<file path="config.mk">
export PLATFORM = sky130hd
export DESIGN_NAME = pipe_stage_reg
export DESIGN_NICKNAME = d
export VERILOG_FILES = /design/src/rtl/pipe_stage_reg_pkg.sv /design/src/rtl/pipe_data_reg.sv /design/src/rtl/pipe_stage_reg.sv
export SDC_FILE = /design/constraint.sdc
export NUM_CORES = 1
export LEC_CHECK = 0
export CORE_MARGIN = 2
export CORE_UTILIZATION = 30
export DETAILED_ROUTE_END_ITERATION = 12
export PLACE_DENSITY = 0.58
export SYNTH_ARGS = -nofsm -noshare
export SYNTH_HDL_FRONTEND = slang
export SYNTH_SLANG_ARGS = --single-unit
</file>
<file path="constraint.sdc">
create_clock -name clk -period 1.45 [get_ports clk]
set_input_delay 0.3625 -clock clk [delete_from_list [all_inputs] [get_ports clk]]
set_output_delay 0.3625 -clock clk [all_outputs]
set_load 0.05 [all_outputs]
</file>
<file path="src/rtl/pipe_stage_reg_pkg.sv">
// rtl/pipe_stage_reg_pkg.sv - shared stage-state encoding for pipeline stage registers
package pipe_stage_reg_pkg;

    // Occupancy encoding; the hazard unit decodes the same values.
    typedef enum logic [1:0] {
        ST_EMPTY = 2'd0,
        ST_ONE   = 2'd1,
        ST_TWO   = 2'd2
    } stage_state_e;

endpackage

</file>
<file path="src/rtl/pipe_data_reg.sv">
// rtl/pipe_data_reg.sv - payload register with load and clear-to-bubble
module pipe_data_reg #(
    parameter int               WIDTH     = 10,
    parameter logic [WIDTH-1:0] NOP_VALUE = '0
) (
    input  logic             clk,
    input  logic             reset,
    input  logic             load,
    input  logic             clear,
    input  logic [WIDTH-1:0] d,
    output logic [WIDTH-1:0] q
);

    // Clear wins over load so a squash always leaves a bubble behind.
    always_ff @(posedge clk or negedge reset) begin
        if (!reset) begin
            q <= NOP_VALUE;
        end else if (clear) begin
            q <= NOP_VALUE;
        end else if (load) begin
            q <= d;
        end
    end

endmodule

</file>
<file path="src/rtl/pipe_stage_reg.sv">
// rtl/pipe_stage_reg.sv - pipeline stage register with skid buffer, stall and flush
module pipe_stage_reg
    import pipe_stage_reg_pkg::*;
#(
    parameter int               WIDTH     = 10,
    parameter logic [WIDTH-1:0] NOP_VALUE = '0
) (
    input  logic             clk,
    input  logic             reset,
    input  logic             enable,
    input  logic             flush,
    input  logic             in_valid,
    output logic             in_ready,
    input  logic [WIDTH-1:0] data_in,
    output logic             out_valid,
    input  logic             out_ready,
    output logic [WIDTH-1:0] data_out,
    output logic [1:0]       occupancy
);

    stage_state_e     state;
    stage_state_e     state_next;
    logic             in_fire;
    logic             out_fire;
    logic             main_load;
    logic             main_clear;
    logic             skid_load;
    logic             skid_clear;
    logic [WIDTH-1:0] main_d;
    logic [WIDTH-1:0] skid_q;

    // Handshakes depend only on registered state, enable and reset, never on the far side.
    assign in_ready  = reset & enable & (state != ST_TWO);
    assign out_valid = reset & enable & (state != ST_EMPTY);
    assign in_fire   = in_valid & in_ready;
    assign out_fire  = out_valid & out_ready;
    assign occupancy = state;

    // State register.
    always_ff @(posedge clk or negedge reset) begin
        if (!reset) begin
            state <= ST_EMPTY;
        end else begin
            state <= state_next;
        end
    end

    // Next state and register load/clear controls; flush discards everything in flight.
    always_comb begin
        state_next = state;
        main_load  = 1'b0;
        main_clear = 1'b0;
        skid_load  = 1'b0;
        skid_clear = 1'b0;
        main_d     = data_in;
        if (flush) begin
            state_next = ST_EMPTY;
            main_clear = 1'b1;
            skid_clear = 1'b1;
        end else begin
            unique case (state)
                ST_EMPTY: begin
                    if (in_fire) begin
                        state_next = ST_ONE;
                        main_load  = 1'b1;
                    end
                end
                ST_ONE: begin
                    if (in_fire && !out_fire) begin
                        state_next = ST_TWO;
                        skid_load  = 1'b1;
                    end else if (!in_fire && out_fire) begin
                        state_next = ST_EMPTY;
                        main_clear = 1'b1;
                    end else if (in_fire && out_fire) begin
                        main_load  = 1'b1;
                    end
                end
                ST_TWO: begin
                    if (out_fire) begin
                        state_next = ST_ONE;
                        main_d     = skid_q;
                        main_load  = 1'b1;
                        skid_clear = 1'b1;
                    end
                end
                default: begin
                    state_next = ST_EMPTY;
                    main_clear = 1'b1;
                    skid_clear = 1'b1;
                end
            endcase
        end
    end

    pipe_data_reg #(
        .WIDTH     (WIDTH),
        .NOP_VALUE (NOP_VALUE)
    ) u_main (
        .clk   (clk),
        .reset (reset),
        .load  (main_load),
        .clear (main_clear),
        .d     (main_d),
        .q     (data_out)
    );

    pipe_data_reg #(
        .WIDTH     (WIDTH),
        .NOP_VALUE (NOP_VALUE)
    ) u_skid (
        .clk   (clk),
        .reset (reset),
        .load  (skid_load),
        .clear (skid_clear),
        .d     (data_in),
        .q     (skid_q)
    );

endmodule
</file>
==> Word level (Yosys, flattened, before mapping) <==
Cells that the tools add are included.
{ "word_totals": {"reg_bits": 22, "input_bits": 16, "output_inout_bits": 14, "wordCells": 55} }
{ "classes": {"eq_ne": 6, "mux": 29, "bitwise_logic": 5, "n_reduce_logical": 12} }
{ "op_table": {"columns": ["cell", "n"], "rows": [
  ["two-way mux 10 bit", 7],
  ["two-way mux 1 bit", 13],
  ["two-way mux 2 bit", 5],
  ["!= test 3 bit, second input constant", 2],
  ["one-hot mux 2 bit (3 select lines)", 1],
  ["nonzero test 2 bit", 3],
  ["bitwise AND 1 bit", 5],
  ["!= test 4 bit, second input constant", 1],
  ["one-hot mux 1 bit (2 select lines)", 2],
  ["OR reduction 2 bit", 2],
  ["logical AND 1 bit", 3],
  ["one-hot mux 1 bit (3 select lines)", 1],
  ["AND reduction 3 bit", 1],
  ["== test 2 x 1 -> 1 bit, second input constant", 1],
  ["== test 2 bit, second input constant", 1],
  ["zero test 1 bit", 2],
  ["zero test 2 bit", 1],
  ["!= test 2 bit, second input constant", 1]
]} }

==> Depth between registers and ports, before layout <==
Gate-level depths: netlist of the first run.
{ "depth": {"ltp_word": 11, "ltp_mapped": 6, "ltp_nobuf": 4} }

==> Hierarchy <==
A second synthesis of the first run with hierarchy kept.
{ "hier_totals": {"cells_unflattened": 103, "hier_area_um2": 1198.6} }
{ "by_module_without_submodules": {"columns": ["module", "n_inst", "cells_each", "area_per_inst_um2", "seq_area_each_um2"], "rows": [
  ["pipe_data_reg", 2, 32, 402.9, 250.2],
  ["pipe_stage_reg", 1, 39, 392.9, 50.0]
]} }

==> Worst setup path before layout of the first run <==
OpenSTA, ideal clock, no wires.
{ "synth_path": {"path_kind": "register -> output", "start": "reg state[1] (netlist: occupancy[1])", "end": "out in_ready", "t_arrival_ps": 1577, "required_ps": 1087, "setup_slack_ps": -489, "path_stages_with_launch": 4, "n_path_buf": 1, "cell_sequence": "dfrtp_1 -> buf_4 -> nor2b_1 -> nor2_1"} }
{ "synth_via": {"elab_chain_cells": 2} }
{ "synth_rtl": {"columns": ["item", "line", "text"], "rows": [
  ["start: declaration", "pipe_stage_reg.sv:21", "stage_state_e state;"],
  ["start signal: assignment", "pipe_stage_reg.sv:44", "state <= state_next;"],
  ["!= test 2 bit", "pipe_stage_reg.sv:33", "assign in_ready = reset & enable & (state != ST_TWO);"],
  ["bitwise AND 1 bit", "pipe_stage_reg.sv:33", null],
  ["end: declaration", "pipe_stage_reg.sv:13", "output logic in_ready,"]
]} }
No other way between the ends.

==> Final worst setup path of the first run <==
{ "layout_path": {"start": "reg state[0] (netlist: occupancy[0])", "end": "out in_ready"} }
Same word-level chain as after synthesis.

==> results of run 1 <==
[per-stage QoR]
step                      instances  hold slack (ps)  total power, mW
after CTS                       190            292.7            1.557
after global routing            193            369.5            1.627
final                           193            347.8            1.557
after floorplan                  98            66.91           0.8450
after global placement          182            481.9            1.068
after detailed placement        182            480.5            1.071
[critical path, stage by stage, from the launching register on]
cell     delay (ps)
dfrtp_2         440
buf_8           130
nor2b_4         130
nor2_4           50
buf_12          140
[worst paths after layout]
path	slack, ps	end	depth (start not counted)	start
max	-110	in_ready	4	occupancy[0]
min	350	u_skid.q[3]	3	reset
max reg2reg	-70	u_main.q[2]	5	occupancy[0]
min reg2reg	510	u_skid.q[4]	1	u_skid.q[4]
max in group asynchronous	860	occupancy[1]	3	reset
min in group clk	510	u_skid.q[4]	1	u_skid.q[4]
[layout make-up]
type,count,area [µm²],share of cell area
sequential,22,553.0,0.2935
clock buffer,3,22.52,0.01195
tap,46,57.56,0.03054
clock inverter,1,30.03,0.01594
timing repair buffer,52,634.4,0.3367
multi-input combinational,69,586.8,0.3114
[kinds of logic after synthesis]
family                 Yosys count  share of synthesized area
muxes                           10                    0.09102
DFF                             22                     0.5006
AOI/OAI and AO/OA               29                     0.2082
buffers and inverters            7                    0.04436
and+or+nand+nor                 30                     0.1559
[report_power, final]
part	total, mW	switching [mW]	internal [mW]
clock network	0.464	0.185	0.279
logic	0.428	0.213	0.216
registers	0.665	0.0267	0.638
total	1.56	0.424	1.13
[flip-flops by register name, summed over array words and instances (netlist names)]
signal	cells
u_main.q	10
u_skid.q	10
occupancy	2
[metal layers]
layer / track usage / vias up
met5: 0 / -
met4: 0.04787 / 0
met3: 0.01736 / 2
met2: 0.2083 / 13
met1: 0.2066 / 462
li1: - / 468
[placed cells by master, fill, tap and decap left out, types with 4 or more instances in the layout]
cell type and instances:
a211oi_1 6, a211oi_2 4, a22o_1 10, buf_12 15
buf_4 18, clkdlybuf4s50_1 12, dfrtp_1 20, mux2i_1 6
mux2i_2 4, nor3_1 10
[timing repair]
action / 4_1_cts / 5_1_grt
setup endpoints to repair: 23 / 23
pin swaps: 1 / 10
resized for setup: 14 / 16
endpoints found under the hold margin: 0 / 0
hold buffers: 0 / 0
buffers inserted: 3 / 2
cloned: 1 / 1
==> flow_summary.json, run 1 <==
{
  "wl_per_cell_um": 14.26,
  "routed_wl_um": 2753,
  "fin_skew_ps": 4.475,
  "p_per_area_mw_per_mm2": 826.2,
  "port_buffers": 29,
  "synth_edf_count": 0,
  "synth.most_common_cell": "dfrtp_1",
  "ys_seq_area_frac": 0.5006,
  "drt_drc_violations_left": 0,
  "finalMaxSlewViolations": 0,
  "gp_congestion": 0.8670,
  "synth_nets": 114,
  "grt-ovfl-total": 0,
  "ir_drop_uv": 500.2,
  "p_leak_nw": 0.8466,
  "wl_met3_um": 62,
  "arrival_ps": 1190,
  "dieArea_mm2": 0.004166,
  "synth_top_area_frac": 0.5006,
  "cp-end-kind": "primary output",
  "die_x_um": 64.55,
  "coreArea_mm2": 0.003416,
  "drt_iter0_drc": 26,
  "grt_pass1_vias": 953,
  "fin_crit_sh": 1.074,
  "dp_worst_setup_slack_ps": -493.2,
  "startpoint_type": "register",
  "hold_viol": 0,
  "antenna_found_initial": 0,
  "fmax_mhz": 642.4,
  "drive_gt1_frac": 0.4558,
  "worstPathRequired_ps": 1090,
  "ys.flop_type": "dfrtp_1",
  "cts_buffer_depth": 2,
  "fin_util": 0.5516,
  "numCtsBuffers": 3,
  "crit_path_max_fanout": 4,
  "maxCapViolCount": 0,
  "ys_ff_latch": 22,
  "grt_pass1_wl_um": 4547,
  "rsz0062_at_grt": "yes",
  "criticalPathCategory": "register to primary output",
  "cts_root_buffer": "clkbuf_4",
  "clock_latency_ps": 300,
  "synth_area_leaders": "dfrtp_1 (50%), mux2i_1 (9.1%), a22o_1 (8.0%)",
  "syn_area_mm2": 0.001100,
  "die_h_um": 64.55,
  "tightest_slew_ps": 288.5,
  "period_minus_slack_ps": 1557,
  "place_area_mm2": 0.001684,
  "fillers": 301,
  "wl_met1_um": 1331,
  "dp_hpwl_um": 1976,
  "outcome": "finished with violations",
  "final_nets": 164,
  "cts_tree": "yes",
  "async_flop_share": 1.000,
  "num_io_pins": 30,
  "area_growth_pct": 71.33,
  "initial_utilization": 0.3220,
  "antennaDiodeCount": 0,
  "avgSynthCellArea_um2": 11.22,
  "route.met2.wl_um": 1331,
  "grt_use_total": 0.1390,
  "grt_start_max_net_pins": 23,
  "synth_area_leader_cell": "dfrtp_1",
  "synth_cell_types": 26,
  "violations": "negative setup slack",
  "cts_sinks": 22,
  "ant_nets": 0,
  "final_design_area_no_fill_mm2": 0.001884,
  "fin_ws_ps": -106.7,
  "dr.pass1.iters": 4,
  "viasPerCell": 4.896,
  "topRoutingLayerUsed": "met4",
  "vias": 945,
  "h-tree-depth": 1,
  "min_path_type": "primary input to asynchronous set/reset pin",
  "row_count": 21,
  "yosys_warnings": 0,
  "clk_pin_slew_ps": 120,
  "setup_tns_ps": -1175,
  "max_slew_margin": 0.8077,
  "setup_viol": 24,
  "yosys-top-cells-count": "dfrtp_1 (22), a211oi_1 (10), a22o_1 (10), mux2i_1 (10), nor3_1 (10)",
  "synthCells": 98
}
(Power assumes the default switching activity.)
==> run 2: changes to the inputs <==
- CTS_CLUSTER_SIZE: unset -> 20
- PLACE_DENSITY: 0.58 -> unset
==> flow_summary.json, run 2 (synthesis results as in run 1) <==
{
  "holdWs_ps": 225.6,
  "finalMaxSlewViolations": 0,
  "cp-end-kind": "primary output",
  "startpoint_type": "register",
  "cp_cell_sequence": "buf_6 > nor2b_4 > nor2_4 > buf_12",
  "reg2reg_setup_slack_ps": -140,
  "min_path_type": "primary input to asynchronous set/reset pin",
  "p_per_area_mw_per_mm2": 749.6,
  "grt_pass1_wl_um": 4995,
  "grt-ovfl-total": 0,
  "final_design_area_no_fill_mm2": 0.001917,
  "arrival_ps": 1270,
  "fin_skew_ps": 7.256,
  "outcome": "finished with violations",
  "ir_drop_uv": 499.1,
  "area_growth_pct": 74.29,
  "gp_congestion": 0.8600,
  "num_io_pins": 30,
  "rsz0062_at_grt": "yes",
  "rr_startpoint": "occupancy[1]",
  "cts_root_buffer": "clkbuf_4",
  "clock_latency_ps": 310,
  "setup_viol": 24,
  "place_area_mm2": 0.001664,
  "clk_pin_slew_ps": 120,
  "numCtsBuffers": 3,
  "ant_nets": 0,
  "final_cell_mix": "dfrtp_1 (20), buf_4 (17), buf_12 (15)",
  "grt_start_max_net_pins": 23,
  "r2r_end": "u_main.q[3]",
  "violations": "negative setup slack",
  "maxCapViolCount": 0,
  "final_nets": 167,
  "cts_tree": "yes",
  "cts_buffer_depth": 2,
  "hold_viol": 0,
  "fmax_mhz": 614.4,
  "drt_drc_violations_left": 0,
  "tightest_slew_ps": 276.9,
  "dp_worst_setup_slack_ps": -558.9,
  "mostFrequentLayoutCell": "dfrtp_1",
  "routed_wl_um": 3034,
  "die_h_um": 64.55,
  "p_leak_nw": 0.8528,
  "r2r_cells": 6,
  "cts_sinks": 22,
  "dr.pass1.iters": 4,
  "fin_cells": 196,
  "row_count": 21,
  "die_x_um": 64.55,
  "drt_iter0_drc": 37,
  "port_buffers": 29,
  "antennaDiodeCount": 0,
  "ctsHoldBuffers": 0,
  "wl_per_cell_um": 15.48,
  "period_minus_slack_ps": 1628,
  "worstPathRequired_ps": 1090,
  "dp_hpwl_um": 2022,
  "drive_gt1_frac": 0.4867,
  "finalPower_mw": 1.437,
  "fin_ws_ps": -177.6,
  "grt_use_total": 0.1580,
  "crit_path_max_fanout": 5,
  "h-tree-depth": 1,
  "max_slew_margin": 0.8154,
  "fin_crit_sh": 1.122,
  "critical_path.slowest_cell": "dfrtp_2",
  "slowest_delay_ps": 470,
  "grt_pass1_vias": 991,
  "crit_path_start": "occupancy[1]",
  "viasPerCell": 4.959,
  "vias": 972,
  "coreArea_mm2": 0.003416,
  "dieArea_mm2": 0.004166,
  "criticalPathCategory": "register to primary output",
  "antenna_found_initial": 0,
  "initial_utilization": 0.3220,
  "dpl.cell_count": 181
}
[run 2: changes by cell type in the layout (fill, tap and decap cells not counted), sizes merged]
cell          before  now
buf               37   40
bufinv             1    0
clkbuf             3    4
dlygate4sd2        2    3
dlymetal6s2s       1    0
[run 2: report_power, final]
group          total [mW]  switching, mW  internal (mW)
Clock               0.336          0.183          0.153
Sequential          0.664         0.0262          0.638
Combinational       0.436          0.220          0.216
[run 2: critical path, delay by kind of cell (launching register included)]
family        cells  cell delay [ps]
buf+inv           2              270
flops             1              470
simple gates      2              220
[run 2: final cells by class]
class	instances	area (µm²)
clock buffer	4	36.28
fill	291	1499
multi-input combinational	69	601.8
sequential	22	553.0
tap	46	57.56
timing repair buffer	55	668.1
[run 2: per-stage QoR]
stage               utilization  setup TNS [ps]
floorplan                     -           -3478
global placement         0.4872          -11050
detailed placement       0.4872          -11570
CTS                      0.5403           -3267
global route             0.5612           -3223
finish                   0.5612           -1774
[run 2: layer usage]
layer	wire, µm	track usage	share of wire
met5	0	0	0
met4	27	0.05319	0.0089
met3	97	0.03993	0.032
met2	1549	0.2630	0.51
met1	1359	0.2000	0.45
[run 2: worst max path at each step]
stage,end,cells past startpoint
finish,in_ready,4
global route,in_ready,4
CTS,in_ready,4
detailed placement,u_skid.q[8],5
global placement,u_main.q[0],6
floorplan,u_main.q[0],6
[run 2: timing repair]
| item | CTS | global route |
|---|---|---|
| gates cloned | 2 | 0 |
| setup endpoints to repair | 23 | 24 |
| resized for setup | 22 | 18 |
| hold endpoints to repair | 0 | 0 |
| setup buffers | 7 | 3 |
| pin swaps | 6 | 11 |
==> run 3: changes to the inputs <==
- HOLD_SLACK_MARGIN: unset -> 0.08
- TNS_END_PERCENT: unset -> 10
==> flow_summary.json, run 3 (synthesis results as in run 1) <==
{
  "max_slew_margin": 0.6686,
  "startpoint_type": "register",
  "area_growth_pct": 73.83,
  "cts_tree": "yes",
  "place_area_mm2": 0.001699,
  "p_per_area_mw_per_mm2": 825.2,
  "hold_viol": 0,
  "cp-end-kind": "primary output",
  "grt-ovfl-total": 0,
  "ant_nets": 0,
  "cts_buffer_depth": 2,
  "clock_latency_ps": 320,
  "fin_crit_sh": 1.119,
  "cts_root_buffer": "clkbuf_4",
  "antennaDiodeCount": 0,
  "finalMaxSlewViolations": 0,
  "grt_pass1_vias": 968,
  "numCtsBuffers": 3,
  "grt_use_total": 0.1524,
  "dr.pass1.iters": 4,
  "final_cell_mix": "dfrtp_1 (20), buf_4 (15), buf_12 (15)",
  "min_path_type": "primary input to asynchronous set/reset pin",
  "initial_utilization": 0.3220,
  "die_x_um": 64.55,
  "dieArea_mm2": 0.004166,
  "vias": 992,
  "cts_sinks": 22,
  "fillers": 291,
  "die_h_um": 64.55,
  "crit_path_max_fanout": 3,
  "criticalPathCategory": "register to primary output",
  "final_nets": 165,
  "rsz0062_at_grt": "yes",
  "final_design_area_no_fill_mm2": 0.001912,
  "maxCapViolCount": 0,
  "violations": "negative setup slack",
  "tightest_slew_ps": 497.2,
  "fmax_mhz": 616.3,
  "outcome": "finished with violations",
  "dpl.cell_count": 184,
  "mostFrequentLayoutCell": "dfrtp_1",
  "dp_hpwl_um": 2070,
  "fin_skew_ps": 4.577,
  "p_leak_nw": 0.8774,
  "arrival_ps": 1260,
  "drive_gt1_frac": 0.4324,
  "worstPathRequired_ps": 1090,
  "drt_drc_violations_left": 0,
  "row_count": 21,
  "grt_start_max_net_pins": 23,
  "viasPerCell": 5.113,
  "fin_cells": 194,
  "h-tree-depth": 1,
  "clk_pin_slew_ps": 130,
  "routed_wl_um": 3108,
  "period_minus_slack_ps": 1623,
  "fin_ws_ps": -172.7,
  "coreArea_mm2": 0.003416,
  "antenna_found_initial": 0,
  "ir_drop_uv": 429.8,
  "port_buffers": 29,
  "grt_pass1_wl_um": 4802,
  "wl_per_cell_um": 16.02,
  "num_io_pins": 30,
  "setup_viol": 24,
  "drt_iter0_drc": 20,
  "gp_congestion": 0.8856
}
-- run 3: changes by cell type in the layout (fill, tap and decap cells not counted), sizes merged --
cell,before,now
bufinv,0,1
buf,40,38
clkdlybuf4s50,12,11
dlymetal6s2s,0,1
clkbuf,4,3
-- run 3: final timing paths --
path	startpoint	to	slack, ps	depth (start not counted)
setup reg to reg	occupancy[1]	u_main.q[3]	-160	6
min in group clk	u_skid.q[0]	u_skid.q[0]	510	1
setup / recovery	occupancy[1]	in_ready	-170	4
hold reg to reg	u_skid.q[0]	u_skid.q[0]	510	1
max in group asynchronous	reset	occupancy[0]	980	2
hold / removal	reset	u_skid.q[8]	220	2
-- run 3: final cells by class --
cell class | instances | area (µm²) | area share
Timing Repair Buffer | 53 | 645.6 | 0.3377
Multi-Input combinational cell | 69 | 603.1 | 0.3154
Sequential cell | 22 | 553.0 | 0.2893
Tap cell | 46 | 57.56 | 0.03010
Clock inverter | 1 | 30.03 | 0.01571
Clock buffer | 3 | 22.52 | 0.01178
-- run 3: critical path, stage by stage, from the launching register on --
cell and delay, ps:
dfrtp_2 450, buf_6 130, nor2b_4 130, nor2_4 90
buf_12 140
-- run 3: per-layer routing --
| metal | routed length [µm] | vias to the layer above | part of all wire | track usage |
|---|---|---|---|---|
| li1 | - | 470 | - | - |
| met1 | 1364 | 494 | 0.44 | 0.2080 |
| met2 | 1585 | 22 | 0.51 | 0.2370 |
| met3 | 75 | 6 | 0.024 | 0.01215 |
| met4 | 83 | 0 | 0.027 | 0.09043 |
| met5 | 0 | - | 0 | 0 |
-- run 3: per-stage QoR --
stage / util / setup WS [ps] / hold WS, ps / total power, mW / TNS (ps)
final: 0.5597 / -172.7 / 220.3 / 1.578 / -2279
after global routing: 0.5597 / -214.6 / 254.9 / 1.625 / -3405
after CTS: 0.5341 / -184.0 / 212.2 / 1.567 / -2459
after detailed placement: 0.4974 / -619.3 / 480.6 / 1.078 / -12410
after global placement: 0.4974 / -574.9 / 482.0 / 1.072 / -11970
after floorplan: - / -251.1 / 66.91 / 0.8446 / -4075
-- run 3: repair_timing --
item                       4_1_cts  5_1_grt
buffers inserted                 3        0
pin swaps                       16        9
resized for setup               16       18
setup endpoints to repair       23       25
hold buffers                     0        0
gates cloned                     0        3
-- run 3: power by group --
group	switching [mW]	total (mW)	internal [mW]	leakage (nW)
clock	0.201	0.481	0.280	0.0279
combinational	0.219	0.432	0.212	0.551
sequential	0.0268	0.665	0.638	0.299
total	0.448	1.58	1.13	0.877
